## src/rtl/y_mc_pkg.sv

```systemverilog
// Shared encodings for the multi-cycle sequencer: state codes, opcode classes
// and the PC-source / writeback-source selects.
package y_mc_pkg;

  typedef enum logic [2:0] {
    ST_FETCH  = 3'd0,
    ST_DECODE = 3'd1,
    ST_EXEC   = 3'd2,
    ST_MEM    = 3'd3,
    ST_WB     = 3'd4,
    ST_TRAP   = 3'd5
  } state_t;

  localparam logic [6:0] OP_R   = 7'b0110011;
  localparam logic [6:0] OP_I   = 7'b0010011;
  localparam logic [6:0] OP_LW  = 7'b0000011;
  localparam logic [6:0] OP_SW  = 7'b0100011;
  localparam logic [6:0] OP_BR  = 7'b1100011;
  localparam logic [6:0] OP_JAL = 7'b1101111;

  // Bit positions inside the one-hot class vector
  localparam int CLS_W   = 6;
  localparam int CLS_R   = 0;
  localparam int CLS_I   = 1;
  localparam int CLS_LW  = 2;
  localparam int CLS_SW  = 3;
  localparam int CLS_BR  = 4;
  localparam int CLS_JAL = 5;

  typedef logic [CLS_W-1:0] cls_t;

  localparam logic [1:0] PC_P4    = 2'b00;
  localparam logic [1:0] PC_BR    = 2'b01;
  localparam logic [1:0] PC_JMP   = 2'b10;
  localparam logic [1:0] PC_ENTRY = 2'b11;

  localparam logic [1:0] WB_ALU = 2'b00;
  localparam logic [1:0] WB_MEM = 2'b01;
  localparam logic [1:0] WB_PC4 = 2'b10;

endpackage

```

## src/rtl/y_mc_decode.sv

```systemverilog
// Combinational opcode classifier: one-hot class plus an illegal flag for any
// opcode outside the supported set.
module y_mc_decode
  import y_mc_pkg::*;
(
  input  logic [6:0] opCode,
  output cls_t       cls,
  output logic       illegal
);

  // Map opcode to its one-hot class
  always_comb begin
    cls     = '0;
    illegal = 1'b0;
    case (opCode)
      OP_R:    cls[CLS_R]   = 1'b1;
      OP_I:    cls[CLS_I]   = 1'b1;
      OP_LW:   cls[CLS_LW]  = 1'b1;
      OP_SW:   cls[CLS_SW]  = 1'b1;
      OP_BR:   cls[CLS_BR]  = 1'b1;
      OP_JAL:  cls[CLS_JAL] = 1'b1;
      default: illegal      = 1'b1;
    endcase
  end

endmodule

```

## src/rtl/y_mc_ctrl.sv

```systemverilog
// Multi-cycle sequencer: FETCH/DECODE/EXEC/MEM/WB/TRAP over one shared,
// handshaked memory port, with a retired-instruction counter.
module y_mc_ctrl
  import y_mc_pkg::*;
#(
  parameter int CNT_W = 32
) (
  input  logic             clk,
  input  logic             reset,
  input  logic [6:0]       opCode,
  input  logic             zero,
  input  logic             INT,
  input  logic             memReady,
  output logic             pcWrite,
  output logic [1:0]       pcSel,
  output logic             irWrite,
  output logic             IorD,
  output logic             memRead,
  output logic             memWrite,
  output logic             regWrite,
  output logic             ALUSrc,
  output logic [1:0]       ALUop,
  output logic [1:0]       wbSel,
  output logic             illegal,
  output logic [2:0]       state,
  output logic [CNT_W-1:0] instret
);

  state_t           state_r, state_nx_s;
  cls_t             cls_r, dec_cls_s;
  logic             dec_illegal_s;
  logic             req_r, req_nx_s;
  logic             in_reset_r;
  logic             retire_s;
  logic [CNT_W-1:0] instret_r;

  logic       pcwrite_s, irwrite_s, iord_s, memread_s, memwrite_s;
  logic       regwrite_s, alusrc_s, illegal_s;
  logic [1:0] pcsel_s, aluop_s, wbsel_s;

  y_mc_decode u_decode (
    .opCode  (opCode),
    .cls     (dec_cls_s),
    .illegal (dec_illegal_s)
  );

  // State, latched class, outstanding-fetch flag and retirement counter.
  // in_reset_r blanks every output for the cycle(s) following a reset edge.
  always_ff @(posedge clk) begin
    if (reset) begin
      state_r    <= ST_FETCH;
      cls_r      <= '0;
      req_r      <= 1'b0;
      in_reset_r <= 1'b1;
      instret_r  <= '0;
    end else if (in_reset_r) begin
      state_r    <= ST_FETCH;
      req_r      <= 1'b0;
      in_reset_r <= 1'b0;
    end else begin
      state_r <= state_nx_s;
      req_r   <= req_nx_s;
      if (state_r == ST_DECODE) begin
        cls_r <= dec_cls_s;
      end
      if (retire_s) begin
        instret_r <= instret_r + CNT_W'(1);
      end
    end
  end

  // Next-state and per-state strobe decode
  always_comb begin
    state_nx_s = state_r;
    req_nx_s   = 1'b0;
    retire_s   = 1'b0;
    pcwrite_s  = 1'b0;
    pcsel_s    = PC_P4;
    irwrite_s  = 1'b0;
    iord_s     = 1'b0;
    memread_s  = 1'b0;
    memwrite_s = 1'b0;
    regwrite_s = 1'b0;
    alusrc_s   = 1'b0;
    aluop_s    = 2'b00;
    wbsel_s    = WB_ALU;
    illegal_s  = 1'b0;
    case (state_r)
      ST_FETCH: begin
        // INT only counts before the fetch request has gone out
        if (!req_r && INT) begin
          state_nx_s = ST_TRAP;
        end else begin
          memread_s = 1'b1;
          if (memReady) begin
            irwrite_s  = 1'b1;
            pcwrite_s  = 1'b1;
            pcsel_s    = PC_P4;
            state_nx_s = ST_DECODE;
          end else begin
            req_nx_s = 1'b1;
          end
        end
      end
      ST_DECODE: begin
        if (dec_illegal_s) begin
          illegal_s  = 1'b1;
          state_nx_s = ST_FETCH;
        end else begin
          state_nx_s = ST_EXEC;
        end
      end
      ST_EXEC: begin
        aluop_s  = {cls_r[CLS_R], cls_r[CLS_BR]};
        alusrc_s = cls_r[CLS_I] | cls_r[CLS_LW] | cls_r[CLS_SW];
        if (cls_r[CLS_R] || cls_r[CLS_I]) begin
          state_nx_s = ST_WB;
        end else if (cls_r[CLS_LW] || cls_r[CLS_SW]) begin
          state_nx_s = ST_MEM;
        end else if (cls_r[CLS_BR]) begin
          pcwrite_s  = zero;
          pcsel_s    = zero ? PC_BR : PC_P4;
          retire_s   = 1'b1;
          state_nx_s = ST_FETCH;
        end else if (cls_r[CLS_JAL]) begin
          pcwrite_s  = 1'b1;
          pcsel_s    = PC_JMP;
          state_nx_s = ST_WB;
        end else begin
          state_nx_s = ST_FETCH;
        end
      end
      ST_MEM: begin
        iord_s     = 1'b1;
        memread_s  = cls_r[CLS_LW];
        memwrite_s = cls_r[CLS_SW];
        if (memReady) begin
          retire_s   = cls_r[CLS_SW];
          state_nx_s = cls_r[CLS_LW] ? ST_WB : ST_FETCH;
        end else begin
          state_nx_s = ST_MEM;
        end
      end
      ST_WB: begin
        regwrite_s = 1'b1;
        wbsel_s    = cls_r[CLS_LW] ? WB_MEM : (cls_r[CLS_JAL] ? WB_PC4 : WB_ALU);
        retire_s   = 1'b1;
        state_nx_s = ST_FETCH;
      end
      ST_TRAP: begin
        pcwrite_s  = 1'b1;
        pcsel_s    = PC_ENTRY;
        state_nx_s = ST_FETCH;
      end
      default: begin
        state_nx_s = ST_FETCH;
      end
    endcase
  end

  assign pcWrite  = pcwrite_s  & ~in_reset_r;
  assign pcSel    = in_reset_r ? 2'b00 : pcsel_s;
  assign irWrite  = irwrite_s  & ~in_reset_r;
  assign IorD     = iord_s     & ~in_reset_r;
  assign memRead  = memread_s  & ~in_reset_r;
  assign memWrite = memwrite_s & ~in_reset_r;
  assign regWrite = regwrite_s & ~in_reset_r;
  assign ALUSrc   = alusrc_s   & ~in_reset_r;
  assign ALUop    = in_reset_r ? 2'b00 : aluop_s;
  assign wbSel    = in_reset_r ? 2'b00 : wbsel_s;
  assign illegal  = illegal_s  & ~in_reset_r;
  assign state    = in_reset_r ? 3'd0 : state_r;
  assign instret  = instret_r;

endmodule
```

## config.mk

```make
export PLATFORM = sky130hd
export DESIGN_NAME = y_mc_ctrl
export DESIGN_NICKNAME = d
export VERILOG_FILES = /design/src/rtl/y_mc_pkg.sv /design/src/rtl/y_mc_decode.sv /design/src/rtl/y_mc_ctrl.sv
export SDC_FILE = /design/constraint.sdc
export NUM_CORES = 1
export LEC_CHECK = 0
export ABC_AREA = 1
export BUFFER_PORTS_ARGS = -buffer_cell sky130_fd_sc_hd__buf_2
export CORE_UTILIZATION = 50
export CTS_CLUSTER_DIAMETER = 100
export DETAILED_ROUTE_END_ITERATION = 8
export HOLD_SLACK_MARGIN = 0.02
export PLACE_DENSITY = 0.79
export SKIP_CTS_REPAIR_TIMING = 1
export SYNTH_ARGS = -nofsm -noshare
export SYNTH_HDL_FRONTEND = slang
export SYNTH_SLANG_ARGS = --single-unit
```

## constraint.sdc

```tcl
create_clock -name clk -period 1.86 [get_ports clk]
set_input_delay 0 -clock clk [delete_from_list [all_inputs] [get_ports clk]]
set_output_delay 0 -clock clk [all_outputs]
set_load 0.02 [all_outputs]
```

==> flow_summary.json, run 1 <==
{
  "status": "completed",
  "critical_path_peak_fanout": 12,
  "dieArea_sq_um": 5780,
  "dp_hpwl_mm": 5.24,
  "clock_latency_ps": 300,
  "ys_types": 26,
  "final_common_cell": "nand2_1",
  "grt_max_degree": 37,
  "synth_cells": 474,
  "cts_buffers": 5,
  "clk_pin_slew_worst_paths_ps": 80,
  "drt-initial-drc-count": 117,
  "postRouteAntennaNets": 0,
  "finalClockSkew_ps": 5.49,
  "cp-end-kind": "output port",
  "met3_usage_pct": 4.19,
  "rsz0062_at_grt": "false",
  "arrival_ps": 1710,
  "final_cell_mix": "161 x nand2_1, 105 x nor2_1, 60 x buf_2",
  "vias_per_cell": 5.08,
  "post-route-drc-count": 0,
  "routabilityCongestion": 0.964,
  "period_minus_slack_ps": 1710,
  "cts_tree": "yes",
  "min_period_over_period_pct": 91.7,
  "cap_violations": 0,
  "worst-setup-path-type": "reg2out",
  "hold_class": "in2reg",
  "p_leak_nw": 1.38,
  "power.density_nw_per_um2": 520,
  "clock_sinks": 43,
  "reg2reg_from": "instret[1]",
  "firstDrtPassIters": 6,
  "grt_pass1_wl_mm": 12.1,
  "groute.usage.overall_pct": 25.3,
  "cts_max_level": 2,
  "finalSetupViolCount": 0,
  "antenna_found_initial": 0,
  "overflow": 0,
  "netlist_area_sq_um": 2740,
  "startpoint_type": "register",
  "yosysWarningCount": 0,
  "grt_use_met2_pct": 45.4,
  "die_h_microns": 76.0,
  "vias": 3077,
  "relSlewSlack_pct": 53.9,
  "peakVddDrop_v": 0.000489,
  "area_growth_pct": 17.1,
  "drive_above_1_share_pct": 15.9,
  "nets": 549,
  "tns_ps": 0,
  "grt_pass1_vias": 2756,
  "cts_buffer_depth": 2,
  "clk_root_buffer_cell": "clkbuf_8",
  "avgSynthCellArea_sq_um": 5.78,
  "max_freq_ghz": 0.586,
  "ys_seq_elements": 43,
  "syn-num-nets": 487,
  "num_rows": 26,
  "min-delay-start": "memReady",
  "top_usage_layer": "met2",
  "io_buffers": 60,
  "core-area_sq_um": 5200,
  "dpl_cell_area_sq_um": 3090,
  "hold_violations": 0,
  "ios": 61,
  "seq_area_frac_synth_pct": 31.4,
  "cp.required_ps": 1860,
  "startpoint": "in_reset_r",
  "num_antenna_cells": 0,
  "drt_wl_total_mm": 7.04,
  "finalInstanceArea_sq_um": 3210,
  "start_util_pct": 52.6,
  "tightest_slew_ps": 690,
  "die_w_microns": 76.0,
  "slew_violations": 0,
  "post_drt_wl_per_cell_microns": 11.6,
  "met1_usage_pct": 30.6
}
==> stage by stage <==
stage | hold WS [ps] | cells | util [%] | power, W | worst slack [ps]
floorplan | 27.7 | 474 | - | 0.00104 | 193
global placement | 303 | 596 | 59.3 | 0.00107 | 265
detailed placement | 309 | 596 | 59.3 | 0.00108 | 153
CTS | -6.66 | 603 | 61.0 | 0.00168 | 145
global route | 22.8 | 606 | 61.6 | 0.00174 | 19.3
finish | 9.01 | 606 | 61.6 | 0.00167 | 154
==> cells by family (layout without fill, tap and decap cells) <==
| kind of cell | count (synthesis) | after routing | synth area share [%] |
|---|---|---|---|
| xor+xnor | 7 | 7 | 2.24 |
| compound gates | 43 | 43 | 9.18 |
| fa+ha+maj | 1 | 1 | 0.457 |
| flops | 43 | 43 | 31.4 |
| buf+inv | 66 | 128 | 10.1 |
| simple gates | 314 | 314 | 46.6 |
==> registers in the layout, indices dropped and copies added (netlist names) <==
register / cells
instret: 32
cls_r: 6
state_r: 3
in_reset_r: 1
req_r: 1
==> synthesized netlist by cell type <==
cell	count	share of area, %
a21oi_1	21	3.8
a21oi_2	8	2.6
buf_4	2	0.55
buf_6	3	1.2
clkbuf_1	5	0.69
dfxtp_1	43	31
ha_1	1	0.46
inv_1	55	7.5
inv_2	1	0.14
nand2_1	161	22
nand2_4	1	0.41
nand3_1	20	3.7
nand3_2	1	0.37
nand3b_1	1	0.27
nand4_1	6	1.4
nor2_1	106	15
nor2_2	2	0.46
nor2_4	2	0.82
nor3_1	13	2.4
nor4_1	1	0.23
o21ai_0	6	1.1
o21ai_1	5	0.91
o21bai_1	2	0.55
o22ai_1	1	0.23
xnor2_1	1	0.32
xor2_1	6	1.9
==> critical path: stages, from the launching register on <==
cell     delay (ps)
dfxtp_1         600
inv_1           260
nand2_1         300
nor2_1           90
buf_2           170
==> worst paths after layout <==
check,end,slack (ps),cells past startpoint
worst max-delay path,illegal,150,4
worst min-delay path,req_r,9,4
worst max register to register,instret[22],190,8
worst min register to register,cls_r[0],490,2
==> area by class of cell <==
class | instances | area, sq um
inverter | 56 | 210
clock inverter | 1 | 5.00
sequential | 43 | 861
timing repair buffer | 65 | 358
clock buffer | 6 | 82.6
fill | 527 | 2000
tap | 70 | 87.6
multi-input combinational | 365 | 1600
==> layer usage <==
metal  wire [microns]  vias to the layer above
met5                0                        -
met2             3360                       96
met1             3230                     1375
met3              305                       18
met4              143                        0
li1                 -                     1588
==> power by group <==
part	switching (W)	internal, W	total, W
clock	0.000312	0.000292	0.000604
sequential	0.0000103	0.000926	0.000936
combinational	0.0000857	0.0000407	0.000126
total	0.000408	0.00126	0.00167
No activity file was read; power rests on OpenSTA's default activity.
==> inputs of run 2 (changes only) <==
--- a/config.mk
+++ b/config.mk
@@ -12,7 +12,7 @@
 export DETAILED_ROUTE_END_ITERATION = 8
 export HOLD_SLACK_MARGIN = 0.02
 export PLACE_DENSITY = 0.79
-export SKIP_CTS_REPAIR_TIMING = 1
+export RECOVER_POWER = 100
 export SYNTH_ARGS = -nofsm -noshare
 export SYNTH_HDL_FRONTEND = slang
 export SYNTH_SLANG_ARGS = --single-unit
==> flow_summary.json, run 2 (synthesis gave the netlist of run 1 again) <==
{
  "clk_pin_slew_worst_paths_ps": 80,
  "timing.hold.ws_ps": 48.6,
  "cts_buffer_depth": 2,
  "overflow": 0,
  "start_util_pct": 52.6,
  "cp.required_ps": 1860,
  "ios": 61,
  "tns_ps": 0,
  "hold_violations": 0,
  "finalClockSkew_ps": 6.37,
  "power.density_nw_per_um2": 530,
  "vias": 3088,
  "critical_path_peak_fanout": 12,
  "status": "completed",
  "nets": 551,
  "min_period_over_period_pct": 89.9,
  "grt_pass1_vias": 2787,
  "drt_wl_total_mm": 7.11,
  "post-route-drc-count": 0,
  "dieArea_sq_um": 5780,
  "cp-end-kind": "output port",
  "rsz0062_at_grt": "false",
  "p_leak_nw": 1.18,
  "antenna_found_initial": 0,
  "max_freq_ghz": 0.598,
  "nFillCells": 561,
  "groute.usage.overall_pct": 25.7,
  "dp_hpwl_mm": 5.24,
  "hold_class": "in2reg",
  "cts_buffers": 5,
  "drt-initial-drc-count": 136,
  "startpoint_type": "register",
  "relSlewSlack_pct": 27.0,
  "num_rows": 26,
  "cap_violations": 0,
  "cts_max_level": 2,
  "slew_violations": 0,
  "period_minus_slack_ps": 1670,
  "drive_above_1_share_pct": 5.76,
  "arrival_ps": 1670,
  "p_clk_share_pct": 36.4,
  "clock_sinks": 43,
  "clock_latency_ps": 300,
  "cts_setup_buffers": 0,
  "post_drt_wl_per_cell_microns": 11.7,
  "routabilityCongestion": 0.964,
  "worst-setup-path-type": "reg2out",
  "clk_root_buffer_cell": "clkbuf_8",
  "seqPwrFrac_pct": 56.1,
  "vias_per_cell": 5.08,
  "area_growth_pct": 15.0,
  "power.combinational.fraction_pct": 7.5,
  "peakVddDrop_v": 0.000490,
  "final_common_cell": "nand2_1",
  "largest_reg_flops": 32,
  "grt_max_degree": 37,
  "firstDrtPassIters": 5,
  "io_buffers": 60,
  "p_switching_w": 0.000411,
  "die_h_microns": 76.0,
  "switching_share_pct": 24.6,
  "regArea_sq_um": 861,
  "grt_pass1_wl_mm": 12.3,
  "p_int_w": 0.00126,
  "num_antenna_cells": 0,
  "core-area_sq_um": 5200,
  "cts_tree": "yes",
  "die_w_microns": 76.0,
  "final_cell_mix": "161 x nand2_1, 106 x nor2_1, 56 x inv_1",
  "tightest_slew_ps": 1100,
  "multiInputGateArea_sq_um": 1590,
  "finalSetupViolCount": 0,
  "postRouteAntennaNets": 0
}
-- run 2: cell count changes in the layout (fill, tap and decap cells not counted), sizes merged --
cell         delta
clkbuf         +50
buf            -50
dlygate4sd3     +2
-- run 2: through the flow --
step	power [W]	std cells	cell area, sq um	utilization (%)	setup slack, ps
6_report	0.00167	608	3150	60.5	188
5_1_grt	0.00173	608	3150	60.5	25.9
4_1_cts	0.00168	608	3220	61.9	145
3_5_place_dp	0.00108	596	3090	59.3	153
3_3_place_gp	0.00107	596	3090	59.3	265
2_1_floorplan	0.00104	474	2740	-	193
-- run 2: cell type report --
class | count | share of cell area [%]
clock inverters | 1 | 0.159
inverters | 56 | 6.67
clock buffers | 6 | 2.62
multi-input cells | 365 | 50.5
flip-flops and latches | 43 | 27.3
repair buffers | 67 | 9.97
well taps | 70 | 2.78
-- run 2: repair_timing --
action,4_1_cts,5_1_grt
hold endpoints to repair,4,0
gates resized for setup,0,1
hold buffers,5,0
setup endpoints to repair,0,1
-- run 2: worst paths after layout --
kind                                    end  depth (start not counted)  startpoint  slack, ps
worst max-delay path                illegal                          4  in_reset_r        190
worst min-delay path               cls_r[5]                          3   opCode[3]         50
worst max register to register  instret[22]                          8  instret[1]        200
worst min register to register     cls_r[0]                          2    cls_r[0]        500
-- run 2: routing by layer --
| layer | global-route usage (%) | vias up | wire length (microns) |
|---|---|---|---|
| li1 | - | 1590 | - |
| met1 | 31.2 | 1372 | 3150 |
| met2 | 45.9 | 112 | 3420 |
| met3 | 4.19 | 14 | 415 |
| met4 | 8.27 | 0 | 123 |
| met5 | 0 | - | 0 |
-- run 2: critical path, cell delays in order (launching register included) --
cell,delay [ps]
dfxtp_1,590
inv_1,250
nand2_1,280
nor2_1,90
clkbuf_2,170
-- run 2: power by group through the flow --
stage          sequential (W)  clock (W)  combinational, W
2_1_floorplan        0.000956          0         0.0000832
3_3_place_gp         0.000957          0          0.000117
3_5_place_dp         0.000958          0          0.000120
4_1_cts              0.000936   0.000619          0.000128
5_1_grt              0.000938   0.000656          0.000139
6_report             0.000936   0.000607          0.000125
